File: src/rtl/omem_pkg.sv
// Shared constants, opcodes and scheduler state encoding for the output-memory
// access path between the SPEs, the output memory and the PE broadcast router.
package omem_pkg;

    localparam int NUM_SPE       = 5;
    localparam int OUTPUT_SIZE   = 21;
    localparam int OMEM_ENTRIES  = OUTPUT_SIZE * OUTPUT_SIZE;
    localparam int NUM_TIMESTEPS = 2;
    localparam int NUM_PE        = 11;
    localparam int SUM_WIDTH     = 13;
    localparam int ADDR_W        = 9;

    typedef enum logic [3:0] {
        OP_SPE_0_SEND_DATA = 4'd0,
        OP_SPE_1_SEND_DATA = 4'd1,
        OP_SPE_2_SEND_DATA = 4'd2,
        OP_SPE_3_SEND_DATA = 4'd3,
        OP_SPE_4_SEND_DATA = 4'd4,
        OP_SPE_0_REQ_DATA  = 4'd5,
        OP_SPE_1_REQ_DATA  = 4'd6,
        OP_SPE_2_REQ_DATA  = 4'd7,
        OP_SPE_3_REQ_DATA  = 4'd8,
        OP_SPE_4_REQ_DATA  = 4'd9,
        OP_TIMESTEP_DONE   = 4'd15
    } opcode_t;

    typedef enum logic [2:0] {
        ARB, ISSUE, WAIT_RSP, TS_END, BCAST, DONE
    } state_e;

    typedef logic [NUM_SPE-1:0][ADDR_W-1:0] ptr_arr_t;

    // Each SPE starts on its own id and then strides by NUM_SPE through the map.
    function automatic ptr_arr_t ptr_init();
        ptr_arr_t p;
        for (int i = 0; i < NUM_SPE; i++) p[i] = ADDR_W'(i);
        return p;
    endfunction

endpackage

File: src/rtl/rr_arbiter5.sv
// Combinational round-robin arbiter: grants the first requester strictly after
// the previous winner, wrapping around.
module rr_arbiter5
    import omem_pkg::*;
#(
    parameter  int N  = NUM_SPE,
    localparam int IW = $clog2(N)
) (
    input  logic [N-1:0]  req_i,
    input  logic [IW-1:0] last_i,
    output logic          gnt_vld_o,
    output logic [IW-1:0] gnt_idx_o,
    output logic [N-1:0]  gnt_o
);

    int idx;

    always_comb begin
        gnt_vld_o = 1'b0;
        gnt_idx_o = '0;
        gnt_o     = '0;
        idx       = 0;
        // Scan farthest-first so the nearest requester after last_i overwrites.
        for (int k = N; k >= 1; k--) begin
            idx = (int'(last_i) + k) % N;
            if (req_i[idx]) begin
                gnt_vld_o = 1'b1;
                gnt_idx_o = IW'(idx);
            end
        end
        if (gnt_vld_o) gnt_o[gnt_idx_o] = 1'b1;
    end

endmodule

File: src/rtl/omem_access_sched.sv
// Output-memory access scheduler: round-robin SPE store/read arbitration with
// strided addressing, per-timestep store counting and end-of-timestep broadcast.
module omem_access_sched
    import omem_pkg::*;
(
    input  logic                               clk_i,
    input  logic                               rst_ni,
    input  logic [NUM_SPE-1:0]                 spe_req_valid_i,
    input  logic [NUM_SPE-1:0]                 spe_req_we_i,
    input  logic [NUM_SPE-1:0]                 spe_req_spike_i,
    input  logic [NUM_SPE-1:0][SUM_WIDTH-1:0]  spe_req_pot_i,
    output logic [NUM_SPE-1:0]                 spe_req_ready_o,
    output logic [NUM_SPE-1:0]                 spe_rsp_valid_o,
    output logic                               spe_rsp_spike_o,
    output logic                               mem_valid_o,
    output logic                               mem_we_o,
    output logic                               mem_bank_o,
    output logic [ADDR_W-1:0]                  mem_addr_o,
    output logic                               mem_spike_o,
    output logic [SUM_WIDTH-1:0]               mem_pot_o,
    input  logic                               mem_ready_i,
    input  logic                               mem_rsp_valid_i,
    input  logic                               mem_rsp_spike_i,
    output logic                               bcast_valid_o,
    output logic [3:0]                         bcast_dest_o,
    output logic [3:0]                         bcast_opcode_o,
    input  logic                               bcast_ready_i,
    output logic [1:0]                         ts_cur_o,
    output logic                               all_done_o,
    output logic                               err_overrun_o
);

    localparam int GW = $clog2(NUM_SPE);
    localparam int CW = $clog2(OMEM_ENTRIES + 1);

    state_e               state_q, state_d;
    logic [GW-1:0]        gnt_q, gnt_d;
    logic [GW-1:0]        last_q, last_d;
    logic                 we_q, we_d;
    logic                 spike_q, spike_d;
    logic [SUM_WIDTH-1:0] pot_q, pot_d;
    ptr_arr_t             ptr_q, ptr_d;
    logic [CW-1:0]        cnt_q, cnt_d;
    logic [1:0]           ts_q, ts_d;
    logic [3:0]           dest_q, dest_d;
    logic                 err_q, err_d;

    logic                 arb_vld;
    logic [GW-1:0]        arb_idx;
    logic [NUM_SPE-1:0]   arb_onehot;
    logic [1:0]           ts_m1;

    rr_arbiter5 #(.N(NUM_SPE)) u_arb (
        .req_i     (spe_req_valid_i),
        .last_i    (last_q),
        .gnt_vld_o (arb_vld),
        .gnt_idx_o (arb_idx),
        .gnt_o     (arb_onehot)
    );

    assign ts_m1         = ts_q - 2'd1;
    assign ts_cur_o      = ts_q;
    assign all_done_o    = (state_q == DONE);
    assign err_overrun_o = err_q;

    always_ff @(posedge clk_i or negedge rst_ni) begin
        if (!rst_ni) begin
            state_q <= ARB;
            gnt_q   <= '0;
            last_q  <= GW'(NUM_SPE - 1);
            we_q    <= 1'b0;
            spike_q <= 1'b0;
            pot_q   <= '0;
            ptr_q   <= ptr_init();
            cnt_q   <= '0;
            ts_q    <= 2'd1;
            dest_q  <= '0;
            err_q   <= 1'b0;
        end else begin
            state_q <= state_d;
            gnt_q   <= gnt_d;
            last_q  <= last_d;
            we_q    <= we_d;
            spike_q <= spike_d;
            pot_q   <= pot_d;
            ptr_q   <= ptr_d;
            cnt_q   <= cnt_d;
            ts_q    <= ts_d;
            dest_q  <= dest_d;
            err_q   <= err_d;
        end
    end

    always_comb begin
        state_d = state_q;
        gnt_d   = gnt_q;
        last_d  = last_q;
        we_d    = we_q;
        spike_d = spike_q;
        pot_d   = pot_q;
        ptr_d   = ptr_q;
        cnt_d   = cnt_q;
        ts_d    = ts_q;
        dest_d  = dest_q;
        err_d   = err_q;

        spe_req_ready_o = '0;
        spe_rsp_valid_o = '0;
        spe_rsp_spike_o = 1'b0;
        mem_valid_o     = 1'b0;
        mem_we_o        = 1'b0;
        mem_bank_o      = 1'b0;
        mem_addr_o      = '0;
        mem_spike_o     = 1'b0;
        mem_pot_o       = '0;
        bcast_valid_o   = 1'b0;
        bcast_dest_o    = '0;
        bcast_opcode_o  = '0;

        unique case (state_q)
            ARB: begin
                if (arb_vld) begin
                    spe_req_ready_o = arb_onehot;
                    last_d          = arb_idx;
                    // A store past the end of the map is acknowledged but dropped.
                    if (spe_req_we_i[arb_idx] && (ptr_q[arb_idx] > ADDR_W'(OMEM_ENTRIES - 1))) begin
                        err_d = 1'b1;
                    end else begin
                        gnt_d   = arb_idx;
                        we_d    = spe_req_we_i[arb_idx];
                        spike_d = spe_req_spike_i[arb_idx];
                        pot_d   = spe_req_pot_i[arb_idx];
                        state_d = ISSUE;
                    end
                end
            end
            ISSUE: begin
                mem_valid_o = 1'b1;
                mem_we_o    = we_q;
                mem_bank_o  = we_q ? ts_m1[0] : 1'b0;
                mem_addr_o  = ptr_q[gnt_q];
                mem_spike_o = we_q & spike_q;
                mem_pot_o   = we_q ? pot_q : '0;
                if (mem_ready_i) begin
                    if (we_q) begin
                        ptr_d[gnt_q] = ptr_q[gnt_q] + ADDR_W'(NUM_SPE);
                        cnt_d        = cnt_q + CW'(1);
                        state_d      = (cnt_q == CW'(OMEM_ENTRIES - 1)) ? TS_END : ARB;
                    end else begin
                        state_d = WAIT_RSP;
                    end
                end
            end
            WAIT_RSP: begin
                if (mem_rsp_valid_i) begin
                    spe_rsp_valid_o[gnt_q] = 1'b1;
                    spe_rsp_spike_o        = mem_rsp_spike_i;
                    state_d                = ARB;
                end
            end
            TS_END: begin
                if (ts_q == 2'(NUM_TIMESTEPS)) begin
                    state_d = DONE;
                end else begin
                    dest_d  = '0;
                    state_d = BCAST;
                end
            end
            BCAST: begin
                bcast_valid_o  = 1'b1;
                bcast_dest_o   = dest_q;
                bcast_opcode_o = OP_TIMESTEP_DONE;
                if (bcast_ready_i) begin
                    if (dest_q == 4'(NUM_PE - 1)) begin
                        ts_d    = ts_q + 2'd1;
                        ptr_d   = ptr_init();
                        cnt_d   = '0;
                        state_d = ARB;
                    end else begin
                        dest_d = dest_q + 4'd1;
                    end
                end
            end
            DONE: begin
                state_d = DONE;
            end
            default: state_d = ARB;
        endcase
    end

endmodule

File: config.mk
export PLATFORM = sky130hd
export DESIGN_NAME = omem_access_sched
export DESIGN_NICKNAME = d
export VERILOG_FILES = /design/src/rtl/omem_pkg.sv /design/src/rtl/rr_arbiter5.sv /design/src/rtl/omem_access_sched.sv
export SDC_FILE = /design/constraint.sdc
export NUM_CORES = 1
export LEC_CHECK = 0
export CAP_MARGIN = 20
export CELL_PAD_IN_SITES_DETAIL_PLACEMENT = 2
export CELL_PAD_IN_SITES_GLOBAL_PLACEMENT = 2
export CORE_MARGIN = 10
export CORE_UTILIZATION = 35
export DETAILED_ROUTE_END_ITERATION = 10
export PLACE_DENSITY_LB_ADDON = 0.1
export REMOVE_ABC_BUFFERS = 1
export SLEW_MARGIN = 15
export SYNTH_ARGS = -nofsm -noshare
export SYNTH_HDL_FRONTEND = slang
export SYNTH_SLANG_ARGS = --single-unit
File: constraint.sdc
create_clock -name clk_i -period 21.2 [get_ports clk_i]
set_clock_uncertainty 0.2 [all_clocks]
set_input_delay 6.36 -clock clk_i [delete_from_list [all_inputs] [get_ports clk_i]]
set_output_delay 6.36 -clock clk_i [all_outputs]
set_load 0.005 [all_outputs]
==> results of run 1 <==
-- cell type report --
cell class                 instances  area [sq um]  share of cell area (%)
clock inverter                     4          56.3                   0.632
timing repair buffer             141          1390                    15.7
clock buffer                      12           246                    2.77
sequential                        85          2140                    24.0
tap                              270           338                    3.79
multi-input combinational        629          4590                    51.6
inverter                          37           139                    1.56
-- how the worst min path moves through the flow --
stage                     depth (start not counted)       endpoint           from  slack, ns
after floorplan                                   1  err_overrun_o  err_overrun_o       0.25
after global placement                            1       pot_q[0]       pot_q[0]       0.27
after detailed placement                          1       pot_q[2]       pot_q[2]       0.28
after CTS                                         1       pot_q[2]       pot_q[2]       0.29
after global routing                              1      pot_q[12]      pot_q[12]       0.32
final                                             1       pot_q[2]       pot_q[2]       0.29
-- per-layer routing --
metal / global-route usage (%) / part of all wire, % / vias up
met3: 3.94 / 4.6 / 29
met1: 27.0 / 46 / 3510
met4: 4.96 / 1.3 / 0
met5: 0 / 0 / -
li1: - / - / 3167
met2: 35.3 / 48 / 159
-- placed cells by master (no fill, tap or decap), drive strengths merged, types with 7 or more instances in the layout --
master / n
clkdlybuf4s50: 134
dfrtp: 78
nand2: 70
nor2: 64
a21oi: 58
o21ai: 50
a22o: 44
ha: 36
inv: 36
mux2: 24
nor3: 21
a211oi: 21
and3: 18
xnor2: 17
nand3: 16
nor3b: 16
mux2i: 14
clkbuf: 12
nand2b: 11
nand4: 11
and2: 10
o31ai: 9
mux4: 8
o211ai: 8
nor2b: 7
buf: 7
dfstp: 7
-- state kept, by name (all words and copies together) (netlist names) --
signal and flops:
gnt_q 3, ts_cur_o 2, state_q 3, dest_q 4, ptr_q 45, err_overrun_o 1
cnt_q 9, spike_q 1, pot_q 13, we_q 1, last_q 3
-- synth_stat cells, types with 6 or more instances --
master and number:
a211oi_1 20, a21o_1 6, a21oi_1 57, a22o_1 44, and2_1 10, and3_1 18, buf_2 7, buf_4 10
clkbuf_1 26, dfrtp_1 78, dfstp_2 7, ha_1 36, inv_1 34, mux2_1 8, mux2_4 11, mux2i_1 14
mux4_2 8, nand2_1 70, nand2b_1 11, nand3_1 16, nand4_1 11, nor2_1 63, nor2b_1 7, nor3_1 21
nor3b_1 16, o211ai_1 8, o21ai_0 44, o31ai_1 7, xnor2_1 14
-- worst max-delay path: cells and delay by family --
family	cells	cell delay (ns)
buffers and inverters	2	1.10
AND/OR/NAND/NOR	4	1.42
AO/OA/AOI/OAI	3	0.76
multiplexers	1	0.53
-- stage by stage --
stage	cells	setup WS, ns
floorplan	751	5.76
CTS	1178	4.46
global placement	1162	4.67
finish	1178	4.46
detailed placement	1162	4.46
global route	1178	4.22
-- logic make-up after synthesis --
family / synth area share (%)
AOI/OAI and AO/OA: 26.2
xor gates and xnor gates: 3.03
adders and majority gates: 6.63
buffers and inverters: 5.15
DFF: 30.1
muxes: 8.91
and+or+nand+nor: 20.0
==> metrics.txt, run 1 <==
DRT iter0 DRCs between 300 and 400; DR DRC count 0; Max-Cap Viols 0; layout cell share with drive strength beyond 1 under 10%; IO buf count 135; first-pass GRT wire length 44.4 mm; Die ar. around 0.026 sq mm; max frequency about 60 MHz; Clock Latency Late Sink around 0.35 ns; die height 162 um; Crit-path slowest cell and2_2; Worst-path clk slew around 0.06 ns; Placer Congestion 0.869; CP Launch Point spe_req_valid_i[3]; largest net degree at the start of global routing 71; # rows 52; CTS tree yes; Post-synth EDFFs 0; share of the synthesized area in the top cell type 27.5%; vias in the first global route between 7000 and 8000; Worst-Margin Slew 1.06 ns; critical path fanouts, max 53; CP required approximately 15 ns; final count of negative-setup-slack endpoints 0; n_diodes 0; Reg2Reg Setup Slack ~12 ns; initial antenna violation count 0; RSZ-0062 raised after global routing false; Mapped Cells 797; Critical Path End spe_req_ready_o[1]; Initial Utilization 35.3%; async set-reset flop share out of synthesis 100%; Slew Limit Fails 0; Top FF cell, synth dfrtp_1; Synth Register Bits 85; Crit Path Category in -> out; CTS Buffer Depth 2; cell taking the most area after synthesis dfrtp_1; Placed Area 0.00860 sq mm; Final Core Density approximately 44%; nets@finish 1026; worst hold path type reg -> reg; Sink Count 85; Worst R2R Start last_q[0]; DR vias/cell 5.83; critical path cell sequence clkdlybuf4s50_1 -> mux4_2 -> o31ai_1 -> a21oi_1 -> nor2b_1 -> nand2b_1 -> o311ai_2 -> and2_2 -> nor3_1 -> clkdlybuf4s50_1; Synth cell types 87; worst hold margin 0.287 ns; Synth area leaders dfrtp_1 (28%), ha_1 (6.4%), a22o_1 (5.4%); vias 6865; Filler Cell Count 2198; Core ar. 0.0201 sq mm; area delta synth->final 25.5%; arrival time at the worst endpoint 10.18 ns; Tmin final 16.74 ns; Total GRT Usage 20.9%; Crit. End Element primary output; startpoint types primary input; Final Cell Area 0.00890 sq mm; CTS root buf clkbuf_16; post-CTS sizing 0; hold_buf cts 0; Final ANT Viol Nets 0; final WL 27.9 mm; CTS buffer count 9; Yosys warnings 0; # IOs 136; DRT Pass-1 Iters 5; RR Endpoint spike_q; r2r worst-path depth 24; GRT Residual Overflow 0; Post-CTS Setup Bufs 0; CP dominant cell by count clkdlybuf4s50_1; mean post-synth cell area 8.90 sq um; Fin Setup TNS 0 ns; Post-Syn Area 0.00709 sq mm; post-synthesis sequential area ratio 30.1%; wire per inst 23.7 um; fin crit share between 70 and 80%; status finished, final reports clean; Hold Fails Final Rpt 0; CTS H-Tree Depth 3; Post-DP HPWL roughly 21 mm; Max-Slew Margin vs Limit slightly below 30%; Die Width about 160 um; critical path's largest stage delay 0.87 ns
Power of run 1 is not shown: default switching activity piles up to over one toggle a cycle in this logic, so the estimate is an artifact.
==> inputs of run 2 (changes only) <==
Settings changed: CORE_UTILIZATION 35 to 32.
Clock period 21.2 ns to 16.1 ns, I/O delays scaled along.
==> run 2 against run 1 <==
- global-route usage fell by 2.1 points
- flip-flop and latch count did not move
- worst setup slack got worse by 2.0 ns
- largest cell class unchanged
- highest routed layer unchanged
==> metrics.txt, run 2 (synthesized netlist as in run 1, its figures left out) <==
Post-DP HPWL 20.6 mm (-2.4%); vias 6778 (-1.3%); Worst-path clk slew 0.06 ns (about the same); vias in the first global route 7442 (-2.3%); Worst-Margin Slew 1.10 ns (+0.0373 ns); DR DRC count 0 (unchanged); wire per inst 23.1 um (-2.3%); met3 usage 2.89% (-1.0 points); GR peak layer met2; Largest register FFs 45 (unchanged); Die Width 169 um (+4.0%); layout cell share with drive strength beyond 1 8.38% (+0.0092 points); Core ar. 0.0218 sq mm (+8.6%); Crit Path Category in -> out; Placer Congestion 0.858 (-1.2%); final WL 27.5 mm (-1.6%); # rows 54 (+3.8%); largest net degree at the start of global routing 72 (+1.4%); CTS buffer count 9 (unchanged); Largest Register ptr_q; CP Launch Point spe_req_valid_i[1]; Crit. End Element primary output; Fin Setup TNS 0 ns (unchanged); max frequency 73.4 MHz; Placed Area 0.00860 sq mm (about the same); post-CTS sizing 0 (unchanged); Max-Slew Margin vs Limit 26.6% (-2.5 points); Clock Latency Late Sink 0.34 ns (about the same); global-route met1 utilization 24.3% (-2.7 points); CP required 11.07 ns (-3.57 ns); CTS H-Tree Depth 3 (unchanged); worst hold path type reg -> reg; startpoint types primary input; Initial Utilization 32.5% (-2.8 points); Tmin final 13.63 ns; area delta synth->final 25.3%; first-pass GRT wire length 43.5 mm (-1.9%); initial antenna violation count 0 (unchanged); DR vias/cell 5.71 (-2.0%); CTS root buf clkbuf_16; IO buf count 135 (unchanged); arrival time at the worst endpoint 8.60 ns (-1.58 ns); GRT Residual Overflow 0 (unchanged); fin crit share 84.6%; DRT Pass-1 Iters 5 (unchanged); n_diodes 0 (unchanged); CTS tree yes; most frequent cells in the layout clkdlybuf4s50_1 (134), dfrtp_1 (78), nand2_1 (70); Worst R2R Start last_q[0]; critical path fanouts, max 53 (unchanged); # IOs 136 (unchanged); Sink Count 85 (unchanged); Hold Fails Final Rpt 0 (unchanged); DRT iter0 DRCs 401 (+16%); Post-CTS Setup Bufs 0 (unchanged); Total GRT Usage 18.8% (-2.1 points); hold_buf cts 0 (unchanged); Reg2Reg Setup Slack 7.52 ns (-4.77 ns); RSZ-0062 raised after global routing false; Final ANT Viol Nets 0 (unchanged); Final Cell Area 0.00889 sq mm (-0.13%); status finished, final reports clean; commonest non-fill, non-tap cell in the layout clkdlybuf4s50_1; Top Registers ptr_q: 45 flops, pot_q: 13 flops, cnt_q: 9 flops; Max-Cap Viols 0 (unchanged); HP Start pot_q[12]; met2 GRT Util 32.4% (-2.8 points); Slew Limit Fails 0 (unchanged); die height 169 um (+4.0%); nets@finish 1025 (-0.097%); CTS Buffer Depth 2 (unchanged); final count of negative-setup-slack endpoints 0 (unchanged); Die ar. 0.0285 sq mm (+8.2%)
run 2: cell count changes in the layout (fill, tap and decap cells not counted):
cell / delta
bufinv_16: -1
buf_4: -1
clkbuf_8: +1
clkbuf_1: -1
clkinvlp_4: +1
clkinv_4: -1
clkinv_2: +1
run 2: path summary, 6_finish.rpt:
path / depth (start not counted) / to
worst max-delay path: 10 / spe_req_ready_o[0]
worst min-delay path: 1 / pot_q[12]
worst max register to register: 23 / pot_q[1]
worst min register to register: 1 / pot_q[12]
max in group asynchronous: 2 / ptr_q[1]
min in group asynchronous: 1 / pot_q[2]
run 2: per-layer routing:
| metal | wire (um) | vias to the layer above |
|---|---|---|
| li1 | - | 3166 |
| met2 | 13700 | 151 |
| met4 | 242 | 0 |
| met1 | 12400 | 3445 |
| met5 | 0 | - |
| met3 | 1100 | 16 |
run 2: cell type report:
cell class                 instances  area (sq um)
timing repair buffer             140          1390
fill                            2432         12900
sequential                        85          2140
tap                              280           350
inverter                          37           139
clock inverter                     4          30.0
multi-input combinational        629          4590
clock buffer                      12           256
run 2: through the flow:
| step | hold slack, ns | setup slack [ns] | cells | util (%) |
|---|---|---|---|---|
| after detailed placement | 0.276 | 2.46 | 1171 | 39.4 |
| after CTS | 0.291 | 2.42 | 1187 | 40.7 |
| after global routing | 0.318 | 2.16 | 1187 | 40.7 |
| after global placement | 0.268 | 2.62 | 1171 | 39.4 |
| after floorplan | 0.251 | 3.72 | 751 | - |
| final | 0.295 | 2.47 | 1187 | 40.7 |
run 2: worst max-delay path, cell delays in order:
cell             delay, ns
clkdlybuf4s50_1       0.60
mux4_2                0.56
nand4_1               0.12
a21oi_1               0.17
nor2b_1               0.26
nand2b_1              0.13
o311ai_2              0.41
and2_2                0.86
nor3_1                0.15
clkdlybuf4s50_1       0.49
Power of run 2 is left out for the same reason.
